### config.mk
export PLATFORM = sky130hd
export DESIGN_NAME = word_serializer
export DESIGN_NICKNAME = d
export VERILOG_FILES = /design/src/rtl/word_serializer_pkg.sv /design/src/rtl/word_serializer_bit_down_counter.sv /design/src/rtl/word_serializer.sv
export SDC_FILE = /design/constraint.sdc
export NUM_CORES = 1
export LEC_CHECK = 0
export ABC_AREA = 1
export CORE_MARGIN = 8
export CORE_UTILIZATION = 43
export CTS_BUF_LIST = sky130_fd_sc_hd__clkbuf_4 sky130_fd_sc_hd__clkbuf_8 sky130_fd_sc_hd__clkbuf_16
export DETAILED_ROUTE_END_ITERATION = 7
export GPL_TIMING_DRIVEN = 0
export HOLD_SLACK_MARGIN = 0.02
export PLACE_DENSITY = 0.71
export SYNTH_ARGS = -nofsm -noshare
export SYNTH_HDL_FRONTEND = slang
export SYNTH_SLANG_ARGS = --single-unit
### constraint.sdc
create_clock -name clk -period 1.3 [get_ports clk]
set_input_delay 0.13 -clock clk [delete_from_list [all_inputs] [get_ports clk]]
set_output_delay 0.13 -clock clk [all_outputs]
set_load 0.005 [all_outputs]
### src/rtl/word_serializer_pkg.sv
// Shared types and sizing helpers for the word serializer.
package word_serializer_pkg;

    typedef enum logic [1:0] {
        IDLE   = 2'b00,
        SHIFT  = 2'b01,
        PARITY = 2'b10
    } state_t;

    function automatic int cnt_width(input int width);
        return $clog2(width + 1);
    endfunction

endpackage

### src/rtl/word_serializer_bit_down_counter.sv
// Loadable down-counter with enable, async clear and a count==1 flag.
module bit_down_counter
    import word_serializer_pkg::*;
#(
    parameter int WIDTH = 5,
    parameter int CW    = cnt_width(WIDTH)
) (
    input  logic          clk,
    input  logic          clr,
    input  logic          load,
    input  logic [CW-1:0] load_val,
    input  logic          en,
    output logic          is_one
);

    logic [CW-1:0] count;

    // Saturates at zero so a stray enable can never wrap the count.
    always_ff @(posedge clk or posedge clr) begin
        if (clr) begin
            count <= '0;
        end else if (load) begin
            count <= load_val;
        end else if (en && (count != '0)) begin
            count <= count - CW'(1);
        end
    end

    assign is_one = (count == CW'(1));

endmodule

### src/rtl/word_serializer.sv
// Parallel-in/serial-out loader, MSB first, with valid/ready input and stall.
// Optional even-parity trailer bit enabled by WORD_SERIALIZER_PARITY_EN.
module word_serializer
    import word_serializer_pkg::*;
#(
    parameter int WIDTH = 5
) (
    input  logic             clk,
    input  logic             clr,
    input  logic [WIDTH-1:0] load_data,
    input  logic             load_valid,
    output logic             load_ready,
    input  logic             ser_en,
    output logic             ser_out,
    output logic             ser_valid,
    output logic             busy,
    output logic             frame_done
);

    localparam int            CW   = cnt_width(WIDTH);
    localparam logic [CW-1:0] FULL = CW'(WIDTH);

    state_t           state, state_nx;
    logic [WIDTH-1:0] shreg;
    logic             cnt_load, cnt_en, cnt_one, done_nx;

    bit_down_counter #(.WIDTH(WIDTH), .CW(CW)) u_cnt (
        .clk      (clk),
        .clr      (clr),
        .load     (cnt_load),
        .load_val (FULL),
        .en       (cnt_en),
        .is_one   (cnt_one)
    );

    always_comb begin
        state_nx = state;
        cnt_load = 1'b0;
        cnt_en   = 1'b0;
        done_nx  = 1'b0;
        case (state)
            IDLE: begin
                if (load_valid) begin
                    cnt_load = 1'b1;
                    state_nx = SHIFT;
                end
            end
            SHIFT: begin
                if (ser_en) begin
                    cnt_en = 1'b1;
                    if (cnt_one) begin
`ifdef WORD_SERIALIZER_PARITY_EN
                        state_nx = PARITY;
`else
                        state_nx = IDLE;
                        done_nx  = 1'b1;
`endif
                    end
                end
            end
`ifdef WORD_SERIALIZER_PARITY_EN
            PARITY: begin
                if (ser_en) begin
                    state_nx = IDLE;
                    done_nx  = 1'b1;
                end
            end
`endif
            default: state_nx = IDLE;
        endcase
    end

    always_ff @(posedge clk or posedge clr) begin
        if (clr) begin
            state      <= IDLE;
            frame_done <= 1'b0;
            shreg      <= '0;
        end else begin
            state      <= state_nx;
            frame_done <= done_nx;
            if (cnt_load) begin
                shreg <= load_data;
            end else if (cnt_en) begin
                shreg <= {shreg[WIDTH-2:0], 1'b0};
            end
        end
    end

`ifdef WORD_SERIALIZER_PARITY_EN
    logic parity;

    always_ff @(posedge clk or posedge clr) begin
        if (clr) begin
            parity <= 1'b0;
        end else if (cnt_load) begin
            parity <= ^load_data;
        end
    end
`endif

    // Outputs decode registered state only; no input reaches an output.
    always_comb begin
        ser_out = 1'b0;
        case (state)
            SHIFT:   ser_out = shreg[WIDTH-1];
`ifdef WORD_SERIALIZER_PARITY_EN
            PARITY:  ser_out = parity;
`endif
            default: ser_out = 1'b0;
        endcase
    end

    assign load_ready = (state == IDLE);
    assign busy       = (state != IDLE);
    assign ser_valid  = (state != IDLE);

endmodule

# Word-level counts from Yosys, hierarchy flattened
# Index checks and enable logic that the tools add are counted.
# Widths: inputs -> output; s select.
[word_totals]
regBits = 11
out_inout_bits = 5
wordCells = 33
[op_classes]
n_addsub = 1
n_eq_ne = 5
muxes = 16
n_reduce_logical = 7
[op_table]
columns = ["op", "count"]
rows = [
  ["$mux 5", 2],
  ["$mux 1", 8],
  ["$mux 2", 3],
  ["$mux 3", 2],
  ["$ne 2x2->1 const B", 3],
  ["$reduce_bool 2->1", 3],
  ["$pmux 2 s2", 1],
  ["$eq 3x1->1 const B", 1],
  ["$reduce_and 3->1", 1],
  ["$reduce_bool 3->1", 1],
  ["$sub 3x1->3 const B", 1],
  ["$eq 2x1->1 const B", 1],
  ["$logic_not 2->1", 1],
  ["$logic_and 1x1->1", 1],
]

# Logic depth before layout (Yosys ltp)
# Gate-level depths: netlist of the first run.
[logic_depth]
ltp_word = 5
depth_mapped = 7
depth_no_buf = 7

# Hierarchy
# From an unflattened synthesis of the first run, not the netlist that was laid out.
[hier_totals]
cells_unflattened = 87
area_unflattened_um2 = 608.1
[by_module_without_submodules]
columns = ["mod", "n_inst", "cells_per_inst", "area_each_um2"]
rows = [
  ["word_serializer", 1, 54, 374.1],
  ["bit_down_counter", 1, 33, 234.0],
]

# Worst setup path before layout of the first run
# No wires, ideal clock.
[synth_path]
kind = "register to register"
start = "register u_cnt.count[0]"
end = "register u_cnt.count[0]"
arrival_ps = 1071
slack_ps = 105
path_stages_with_launch = 8
cell_sequence = "dfrtp_1 > inv_1 > ha_1 > ha_1 > inv_1 > nand3_1 > nand2_1 > nand3_1"
[synth_via]
elab_chain_cells = 3
[synth_lines]
columns = ["item", "line", "rtl"]
rows = [
  ["from (decl)", "word_serializer_bit_down_counter.sv:16", "logic [CW-1:0] count;"],
  ["from (signal assigned)", "word_serializer_bit_down_counter.sv:23", "count <= load_val;"],
  ["from (signal assigned)", "word_serializer_bit_down_counter.sv:25", "count <= count - CW'(1);"],
  ["$sub 3x1->3 / $reduce_bool 3->1 (equally long branches)", "word_serializer_bit_down_counter.sv:25, word_serializer_bit_down_counter.sv:24", ""],
  ["$mux 3 / $logic_and 1x1->1 (equally long branches)", "word_serializer_bit_down_counter.sv:24", "end else if (en && (count != '0)) begin"],
  ["$mux 3 / $reduce_bool 2->1 (equally long branches)", "-", ""],
]
# Parallel ways exist; a longest one is shown, timed or not. The select of a mux whose other input is x is not followed.
# A chain may end at the register's enable or synchronous reset.

# Worst setup path after layout of the first run
[layout_path]
start = "register state[0]"
end = "output port busy"
[layout_via]
elab_chain_cells = 1
[layout_lines]
columns = ["item", "line", "rtl"]
rows = [
  ["from (decl)", "word_serializer.sv:23", "state_t state, state_nx;"],
  ["from (signal assigned)", "word_serializer.sv:79", "state <= state_nx;"],
  ["$reduce_bool 2->1", "word_serializer.sv:114", "assign busy = (state != IDLE);"],
  ["to (decl)", "word_serializer.sv:16", "output logic busy,"],
]
# No other way between the ends.

==> flow_summary_export.csv, run 1 <==
group,metric,value,unit
status,status,"completed",
worst_setup_path,cp_top_family,"buffers and inverters",
finish,antenna_cells,0,
place,place.gp.congestion,0.712,
place,placedInstanceArea,717,um2
worst_setup_path,setup.worst_path.end,"busy",
synth,synth_edf_count,0,
place,io_buffers,13,
worst_setup_path,critPathBufInv,1,
global_route,grt_usage,0.0937,
die,die_area,2740,um2
clock_network,cts_sinks,10,
finish,fin_area,797,um2
worst_setup_path,crit_slowest_cell,"clkdlybuf4s50_1",
sta,finalSetupTns,0,ps
place,dpl.hpwl,822,um
sta,fin_skew,9.21,ps
clock_network,cts_tree,"yes",
worst_setup_path,crit_arrival,1130,ps
die,core_area,1270,um2
global_route,antenna_found_initial,0,
worst_hold_path,min_path_type,"input port to async pin",
drt,drtIter0Drc,12,
synth,ys_seq_area_frac,0.441,
sta,finalSetupViolCount,0,
global_route,grt_pass1_wl,1930,um
pwr,p_leak,0.423,nW
synth,syn_avg_cell_area,7.68,um2
worst_setup_path,reg2reg_from,"u_cnt.count[0]$_DFFE_PP0P_",
synth,netlist_area,568,um2
die,initial_core_util,0.448,
die,die_w,52.3,um
sta,period_needed,1260,ps
sta,finalHoldViolations,0,
global_route,grt_max_degree,11,
sta,fin_ws,38.3,ps
global_route,met1_usage,0.0980,
global_route,grt_use_met2,0.148,
finish,layout.nets,110,
worst_setup_path,endpoint_kind,"output port",
synth,syn_nets,86,
sta,worst_slew_pin_slew,382,ps
synth,synth_common_cells,"26 x nand2_1, 16 x inv_1, 10 x dfrtp_1",
global_route,grt_most_used_layer,"met2",
sta,rsz0062_at_grt,"false",
finish,area_delta_synth_final,40.3,%
die,die_y,52.3,um
die,io_pins,14,
global_route,grt_pass1_vias,453,
worst_setup_path,rr_worst_depth,7,
clock_network,worst_skew_pair.late_latency,260,ps
worst_setup_path,worst-path-stages,1,
worst_setup_path,crit_fanout,3,
synth,synthTopCellsByArea,"dfrtp_1 44%, nand2_1 17%, inv_1 11%",
worst_setup_path,crit_chain,"clkdlybuf4s50_1",
clock_network,path_clk_slew,70,ps
drt,vias_per_cell,4.57,
clock_network,cts-root-buf,"clkbuf_4",
synth,netlist_instances,74,
drt,drc,0,
global_route,grt_use_met3,0.0653,
synth,synth_top_area_share,0.441,
drt,wire_per_inst,10.0,um
worst_setup_path,critPathLaunchType,"register",
synth,synth_largest_area_cell,"dfrtp_1",
pwr,power_density,709,nW/um2
worst_setup_path,crit_start,"state[0]$_DFFE_PP0P_",
drt,ant_nets,0,
sta,slew_headroom,0.745,
synth,yosys_warnings,0,
drt,vias,507,
worst_setup_path,reg2reg_slack,100,ps
worst_setup_path,crit_required,1170,ps
pwr,ir_worst_vdd,0.813,mV
clock_network,cts.path.max_buffers,2,
synth,synth-seq-cells,10,
drt,routed_wl,1120,um
flow_run,cap_viol_max_count,0,
global_route,globalRouteOverflowTotal,0,
clock_network,h-tree-depth,1,
sta,fmax,793,MHz
finish,layout-drive-gt1-share,0.229,
sta,finalCritPeriodShare,0.971,
synth,async_reset_ff_frac,1.00,
worst_setup_path,path_class,"register to output port",
sta,slew_viol_final,0,
synth,post-synth-top-count-cell,"nand2_1",
clock_network,numCtsBuffers,3,
worst_setup_path,crit_path_max_incr_delay,500,ps
synth,synth_cell_types,14,
place,place_ws,-21.4,ps
clock_network,postCtsHoldBufs,0,
synth,ys.flop_type,"dfrtp_1",
worst_setup_path,r2r_end,"u_cnt.count[0]$_DFFE_PP0P_",
die,core.rowCount,13,
drt,firstDrtPassIters,4,
==> sequential cells by signal (all words and copies together) (netlist names) <==
| signal | flops |
|---|---|
| state | 1 |
| u_cnt.count | 3 |
| frame_done | 1 |
| shreg | 5 |
==> cells in the final DEF (no fill, tap or decap) <==
cell,synthesis,layout
nand3_1,4,3
inv_1,16,16
ha_1,3,2
dlygate4sd2_1,0,1
clkdlybuf4s15_1,0,1
dfrtp_2,0,1
nand2_4,2,2
nor2_4,2,3
buf_4,1,8
o21ai_1,4,4
nand3_2,0,1
dfrtp_1,10,9
clkdlybuf4s50_1,0,10
a21oi_1,1,1
ha_2,0,1
inv_2,2,2
nand2_1,26,25
nand3b_1,1,1
nor2_1,1,1
nand2_2,0,1
clkbuf_4,0,3
==> layer usage <==
| metal | up-vias | share of wire |
|---|---|---|
| met3 | 2 | 0.093 |
| li1 | 266 | - |
| met5 | - | 0 |
| met4 | 0 | 0.011 |
| met1 | 226 | 0.42 |
| met2 | 13 | 0.47 |
==> where the power goes <==
part              switching, mW  internal, mW  total (mW)
logic                    0.0226        0.0252      0.0479
clock network             0.100         0.106       0.207
registers      0.00000000000430         0.311       0.311
==> metrics by stage <==
stage	total power, mW	hold WS [ps]	util	cells
finish	0.565	138	0.628	111
global placement	0.365	439	0.565	102
detailed placement	0.366	433	0.565	102
CTS	0.572	150	0.615	111
floorplan	0.336	-29.8	-	74
global route	0.590	203	0.628	111
==> worst min-delay path by stage <==
stage	from	to	slack, ps	cells past startpoint
after detailed placement	clr	u_cnt.count[1]$_DFFE_PP0P_	430	2
final	clr	u_cnt.count[2]$_DFFE_PP0P_	140	2
after floorplan	clr	frame_done$_DFF_PP0_	-30	1
after CTS	clr	u_cnt.count[2]$_DFFE_PP0P_	150	2
after global routing	clr	u_cnt.count[2]$_DFFE_PP0P_	200	2
after global placement	clr	u_cnt.count[1]$_DFFE_PP0P_	440	2
==> timing repair <==
| action | CTS | global route |
|---|---|---|
| resized for setup | 5 | 5 |
| pin swaps | 0 | 1 |
| setup endpoints to repair | 5 | 9 |
| buffers inserted | 6 | 0 |
==> cell families after synthesis <==
| logic type | share of synthesized area |
|---|---|
| and+or+nand+nor | 0.317 |
| buffers and inverters | 0.132 |
| DFF | 0.441 |
| AOI/OAI and AO/OA | 0.0440 |
| adders and majority gates | 0.0661 |
==> layout make-up <==
| type | count | area (um2) |
|---|---|---|
| clock buffers | 3 | 22.5 |
| repair buffers | 19 | 171 |
| inverters | 18 | 67.6 |
| flip-flops and latches | 10 | 251 |
| plain buffers | 1 | 7.51 |
| well taps | 15 | 18.8 |
| multi-input cells | 45 | 258 |
| fillers | 118 | 472 |
Note: power is estimated with default switching activity, not from simulation.
==> inputs of run 2 (changes only) <==
--- a/config.mk
+++ b/config.mk
@@ -6,10 +6,10 @@
 export NUM_CORES = 1
 export LEC_CHECK = 0
 export ABC_AREA = 1
-export CORE_MARGIN = 8
-export CORE_UTILIZATION = 43
+export CORE_AREA = 8 8 45 47
 export CTS_BUF_LIST = sky130_fd_sc_hd__clkbuf_4 sky130_fd_sc_hd__clkbuf_8 sky130_fd_sc_hd__clkbuf_16
 export DETAILED_ROUTE_END_ITERATION = 7
+export DIE_AREA = 0 0 53 55
 export GPL_TIMING_DRIVEN = 0
 export HOLD_SLACK_MARGIN = 0.02
 export PLACE_DENSITY = 0.71
==> run 2 against run 1 <==
  * Clock power up 2%
  * Wire length up 3.9%
  * Clock skew is 7.9 ps lower
  * Die area is 6.4% higher
  * Via count is 1.8% lower
  * Count of clock-buffer cells in the layout is the same
  * First-iteration DRC count fell by 17%
  * Combinational power is 3% higher
  * Largest power group unchanged
  * Core utilization is 5.8 points lower
  * Hold slack lost 4.1 ps
  * Setup slack lost 12 ps
  * Flip-flop and latch count did not move
==> flow_summary_export.csv, run 2 (synthesized netlist as in run 1, its figures left out) <==
group,metric,value,unit
status,status,"completed",
worst_setup_path,reg2reg_from,"state[0]$_DFFE_PP0P_",
worst_setup_path,crit_arrival,1140,ps
sta,finalCritPeriodShare,0.980,
finish,fill_cells,133,
die,die_y,55,um
finish,final_common_cell,"nand2_1",
clock_network,cts.path.max_buffers,2,
finish,largest_register,"shreg",
worst_setup_path,crit_fanout,4,
drt,firstDrtPassIters,4,
clock_network,postCtsHoldBufs,0,
pwr,ir_worst_vdd,0.437,mV
worst_setup_path,reg2reg_slack,70,ps
die,die_area,2920,um2
worst_setup_path,worst-path-stages,1,
worst_hold_path,min_path_type,"input port to async pin",
global_route,globalRouteOverflowTotal,0,
clock_network,h-tree-depth,1,
clock_network,numCtsBuffers,3,
worst_setup_path,crit_slowest_cell,"clkdlybuf4s50_1",
flow_run,cap_viol_max_count,0,
finish,layout.nets,107,
global_route,grt_max_degree,11,
drt,ant_nets,0,
sta,fin_skew,1.26,ps
worst_setup_path,crit_chain,"clkdlybuf4s50_1",
sta,slew_headroom,0.747,
finish,top_regs,"shreg x5, u_cnt.count x3",
finish,antenna_cells,0,
sta,worst_slew_pin_slew,379,ps
global_route,antenna_found_initial,0,
clock_network,path_clk_slew,60,ps
clock_network,cts_sinks,10,
place,dp.cells,103,
drt,routed_wl,1160,um
global_route,grt_pass1_vias,481,
finish,area_delta_synth_final,39.0,%
clock_network,cts_tree,"yes",
worst_setup_path,cp_top_family,"buffers and inverters",
worst_setup_path,endpoint_kind,"output port",
die,core.rowCount,14,
finish,largest_reg_flops,5,
pwr,power_density,725,nW/um2
sta,rsz0062_at_grt,"true",
drt,vias_per_cell,4.57,
clock_network,worst_skew_pair.late_latency,270,ps
die,initial_core_util,0.410,
die,io_pins,14,
pwr,p_leak,0.413,nW
finish,fin_area,790,um2
worst_setup_path,rr_worst_depth,7,
drt,vias,498,
clock_network,cts-root-buf,"clkbuf_4",
worst_setup_path,critPathBufInv,1,
worst_setup_path,crit_path_max_incr_delay,500,ps
worst_setup_path,path_class,"register to output port",
place,io_buffers,13,
die,die_w,53,um
drt,drc,0,
sta,fin_ws,26.0,ps
sta,period_needed,1270,ps
finish,instances_no_fill,109,
worst_setup_path,crit_required,1170,ps
drt,drtIter0Drc,10,
place,place.gp.congestion,0.779,
finish,layout-drive-gt1-share,0.215,
sta,slew_viol_final,0,
die,core_area,1380,um2
place,dpl.hpwl,855,um
drt,wire_per_inst,10.6,um
pwr,power,572,uW
global_route,grt_pass1_wl,1850,um
sta,fmax,785,MHz
place,place_ws,-18.9,ps
sta,finalSetupViolCount,0,
global_route,grt_usage,0.0906,
finish,final_cell_mix,"26 x nand2_1, 16 x inv_1, 10 x clkdlybuf4s50_1",
sta,finalHoldViolations,0,
worst_setup_path,r2r_end,"shreg[2]$_DFFE_PP0P_",
worst_setup_path,critPathLaunchType,"register",
place,placedInstanceArea,718,um2
-- run 2: cell type report --
type	instances	area (um2)	area share
Inverter	18	67.6	0.0856
Tap cell	16	20.0	0.0254
Timing Repair Buffer	16	148	0.187
Sequential cell	10	251	0.319
Buffer	1	7.51	0.00951
Clock buffer	3	22.5	0.0285
Multi-Input combinational cell	45	273	0.345
-- run 2: where the power goes --
group          leakage, nW    switching [mW]  internal (mW)  total [mW]
clock               0.0138             0.105          0.107       0.212
sequential           0.134  0.00000000000499          0.311       0.311
combinational        0.265            0.0232         0.0259      0.0491
-- run 2: through the flow --
stage	hold WS [ps]	setup TNS (ps)	util
after floorplan	-29.8	0	-
after global placement	432	-9.18	0.519
after detailed placement	431	-35.4	0.519
after CTS	143	0	0.545
after global routing	183	-28.1	0.571
final	134	0	0.571
-- run 2: how the worst max path moves through the flow --
stage | slack, ps | end | start
global placement | -9 | shreg[1]$_DFFE_PP0P_ | load_valid
floorplan | 100 | u_cnt.count[0]$_DFFE_PP0P_ | u_cnt.count[0]$_DFFE_PP0P_
CTS | 10 | u_cnt.count[0]$_DFFE_PP0P_ | u_cnt.count[0]$_DFFE_PP0P_
global route | -30 | u_cnt.count[0]$_DFFE_PP0P_ | u_cnt.count[0]$_DFFE_PP0P_
finish | 30 | busy | state[0]$_DFFE_PP0P_
detailed placement | -20 | u_cnt.count[0]$_DFFE_PP0P_ | u_cnt.count[0]$_DFFE_PP0P_
-- run 2: repair_timing --
action                     in CTS  in global routing
gates resized for setup         5                  5
hold endpoints to repair        0                  0
buffers inserted                2                  1
setup endpoints to repair       7                  8
-- run 2: per-layer routing --
metal / share of wire / global-route usage / routed length (um)
met5: 0 / 0 / 0
met4: 0.047 / 0.112 / 55
met3: 0.053 / 0.0160 / 62
met2: 0.48 / 0.146 / 554
met1: 0.42 / 0.0892 / 487
==> inputs of run 3 (changes only) <==
--- a/config.mk
+++ b/config.mk
@@ -13,6 +13,7 @@
 export GPL_TIMING_DRIVEN = 0
 export HOLD_SLACK_MARGIN = 0.02
 export PLACE_DENSITY = 0.71
+export REMOVE_ABC_BUFFERS = 1
 export SYNTH_ARGS = -nofsm -noshare
 export SYNTH_HDL_FRONTEND = slang
 export SYNTH_SLANG_ARGS = --single-unit
==> run 3 against run 2 <==
  * Hold slack improved by 2.0 ps
  * Maximum frequency rose by 3.3%
  * Largest power group unchanged
  * Critical path type unchanged
  * Die area did not move
==> flow_summary_export.csv, run 3 (synthesized netlist as in run 1, its figures left out) <==
group,metric,value,unit
global_route,grt_usage,0.0921,
status,status,"completed",
worst_setup_path,critPathBufInv,1,
global_route,globalRouteOverflowTotal,0,
drt,wire_per_inst,10.8,um
clock_network,cts-root-buf,"clkbuf_4",
die,io_pins,14,
pwr,p_leak,0.405,nW
clock_network,cts.path.max_buffers,2,
finish,final_common_cell,"nand2_1",
sta,rsz0062_at_grt,"true",
worst_setup_path,crit_path_max_incr_delay,500,ps
worst_setup_path,crit_start,"frame_done$_DFF_PP0_",
place,place.gp.congestion,0.796,
finish,antenna_cells,0,
pwr,p_seq_frac,0.542,
finish,fin_util,0.561,
sta,period_needed,1230,ps
drt,vias_per_cell,4.47,
clock_network,path_clk_slew,60,ps
worst_setup_path,crit_required,1170,ps
sta,fmax,811,MHz
global_route,antenna_found_initial,0,
die,die_w,53,um
sta,slew_viol_final,0,
finish,largest_register,"shreg",
sta,finalHoldViolations,0,
worst_setup_path,worst-path-stages,1,
sta,finalSetupTns,0,ps
worst_setup_path,endpoint_kind,"output port",
finish,layout.nets,106,
pwr,combPwrFrac,0.090,
drt,vias,483,
worst_setup_path,critPathLaunchType,"register",
pwr,power_density,739,nW/um2
place,io_buffers,13,
clock_network,worst_skew_pair.late_latency,260,ps
pwr,ir_worst_vdd,0.381,mV
drt,ant_nets,0,
clock_network,numCtsBuffers,3,
finish,area_delta_synth_final,36.8,%
clock_network,postCtsHoldBufs,0,
global_route,grt_pass1_vias,482,
worst_setup_path,reg2reg_from,"u_cnt.count[0]$_DFFE_PP0P_",
clock_network,h-tree-depth,1,
die,core.rowCount,14,
worst_setup_path,crit_fanout,1,
place,dpl.hpwl,843,um
die,core_area,1380,um2
pwr,p_int,445,uW
die,initial_core_util,0.410,
drt,routed_wl,1170,um
pwr,clkPwrFrac,0.368,
finish,final_cell_mix,"26 x nand2_1, 16 x inv_1, 9 x dfrtp_1, 9 x clkdlybuf4s50_1, 4 x o21ai_1",
flow_run,cap_viol_max_count,0,
die,die_area,2920,um2
worst_setup_path,crit_arrival,1100,ps
drt,drtIter0Drc,4,
die,die_y,55,um
clock_network,cts_sinks,10,
sta,finalSetupViolCount,0,
global_route,grt_max_degree,11,
finish,top_regs,"shreg x5, u_cnt.count x3",
worst_setup_path,crit_slowest_cell,"clkdlybuf4s50_1",
place,dp.cells,102,
worst_setup_path,cp_top_family,"buffers and inverters",
worst_setup_path,rr_worst_depth,7,
sta,slew_headroom,0.742,
sta,fin_skew,3.30,ps
sta,worst_slew_pin_slew,387,ps
pwr,power.net_switching,129,uW
pwr,power,574,uW
sta,finalCritPeriodShare,0.948,
finish,instances_no_fill,108,
drt,firstDrtPassIters,4,
worst_setup_path,crit_chain,"clkdlybuf4s50_1",
global_route,grt_pass1_wl,1930,um
drt,drc,0,
clock_network,cts_tree,"yes",
worst_hold_path,min_path_type,"input port to async pin",
finish,layout-drive-gt1-share,0.185,
worst_setup_path,path_class,"register to output port",
pwr,p_sw_frac,0.225,
finish,largest_reg_flops,5,
-- run 3: per-stage QoR --
stage	setup WS, ps	hold slack [ps]	area (um2)
final	67.1	136	777
after global routing	-20.1	173	777
after CTS	12.1	150	756
after detailed placement	-20.6	438	711
after global placement	1.14	435	711
after floorplan	104	-29.8	561
-- run 3: routing by layer --
metal	routed length, um	vias up	part of all wire	global-route usage
met2	519	15	0.44	0.154
met4	36	0	0.031	0.0647
li1	-	256	-	-
met1	534	207	0.46	0.0966
met5	0	-	0	0
met3	79	5	0.068	0.0294
-- run 3: power groups by stage --
stage	registers (mW)	clock network, mW	logic (mW)
floorplan	0.317	0	0.0187
global placement	0.317	0	0.0482
detailed placement	0.317	0	0.0486
CTS	0.311	0.216	0.0490
global route	0.311	0.231	0.0566
finish	0.311	0.211	0.0520
-- run 3: path summary, 6_finish.rpt --
path	to	slack, ps
hold / removal	u_cnt.count[0]$_DFFE_PP0P_	140
setup / recovery	frame_done	70
min in group clk	shreg[0]$_DFFE_PP0P_	400
hold reg to reg	shreg[0]$_DFFE_PP0P_	470
setup reg to reg	u_cnt.count[0]$_DFFE_PP0P_	70
max in group asynchronous	state[0]$_DFFE_PP0P_	870
-- run 3: layout make-up --
| cell class | instances | area, um2 |
|---|---|---|
| Fill cell | 138 | 607 |
| Multi-Input combinational cell | 45 | 264 |
| Sequential cell | 10 | 251 |
| Timing Repair Buffer | 16 | 151 |
| Inverter | 18 | 67.6 |
| Clock buffer | 3 | 22.5 |
| Tap cell | 16 | 20.0 |
-- run 3: what timing repair did --
action                     4_1_cts  5_1_grt
buffers inserted                 3        0
setup endpoints to repair        7       11
gates resized for setup          4        7
pin swaps                        0        0
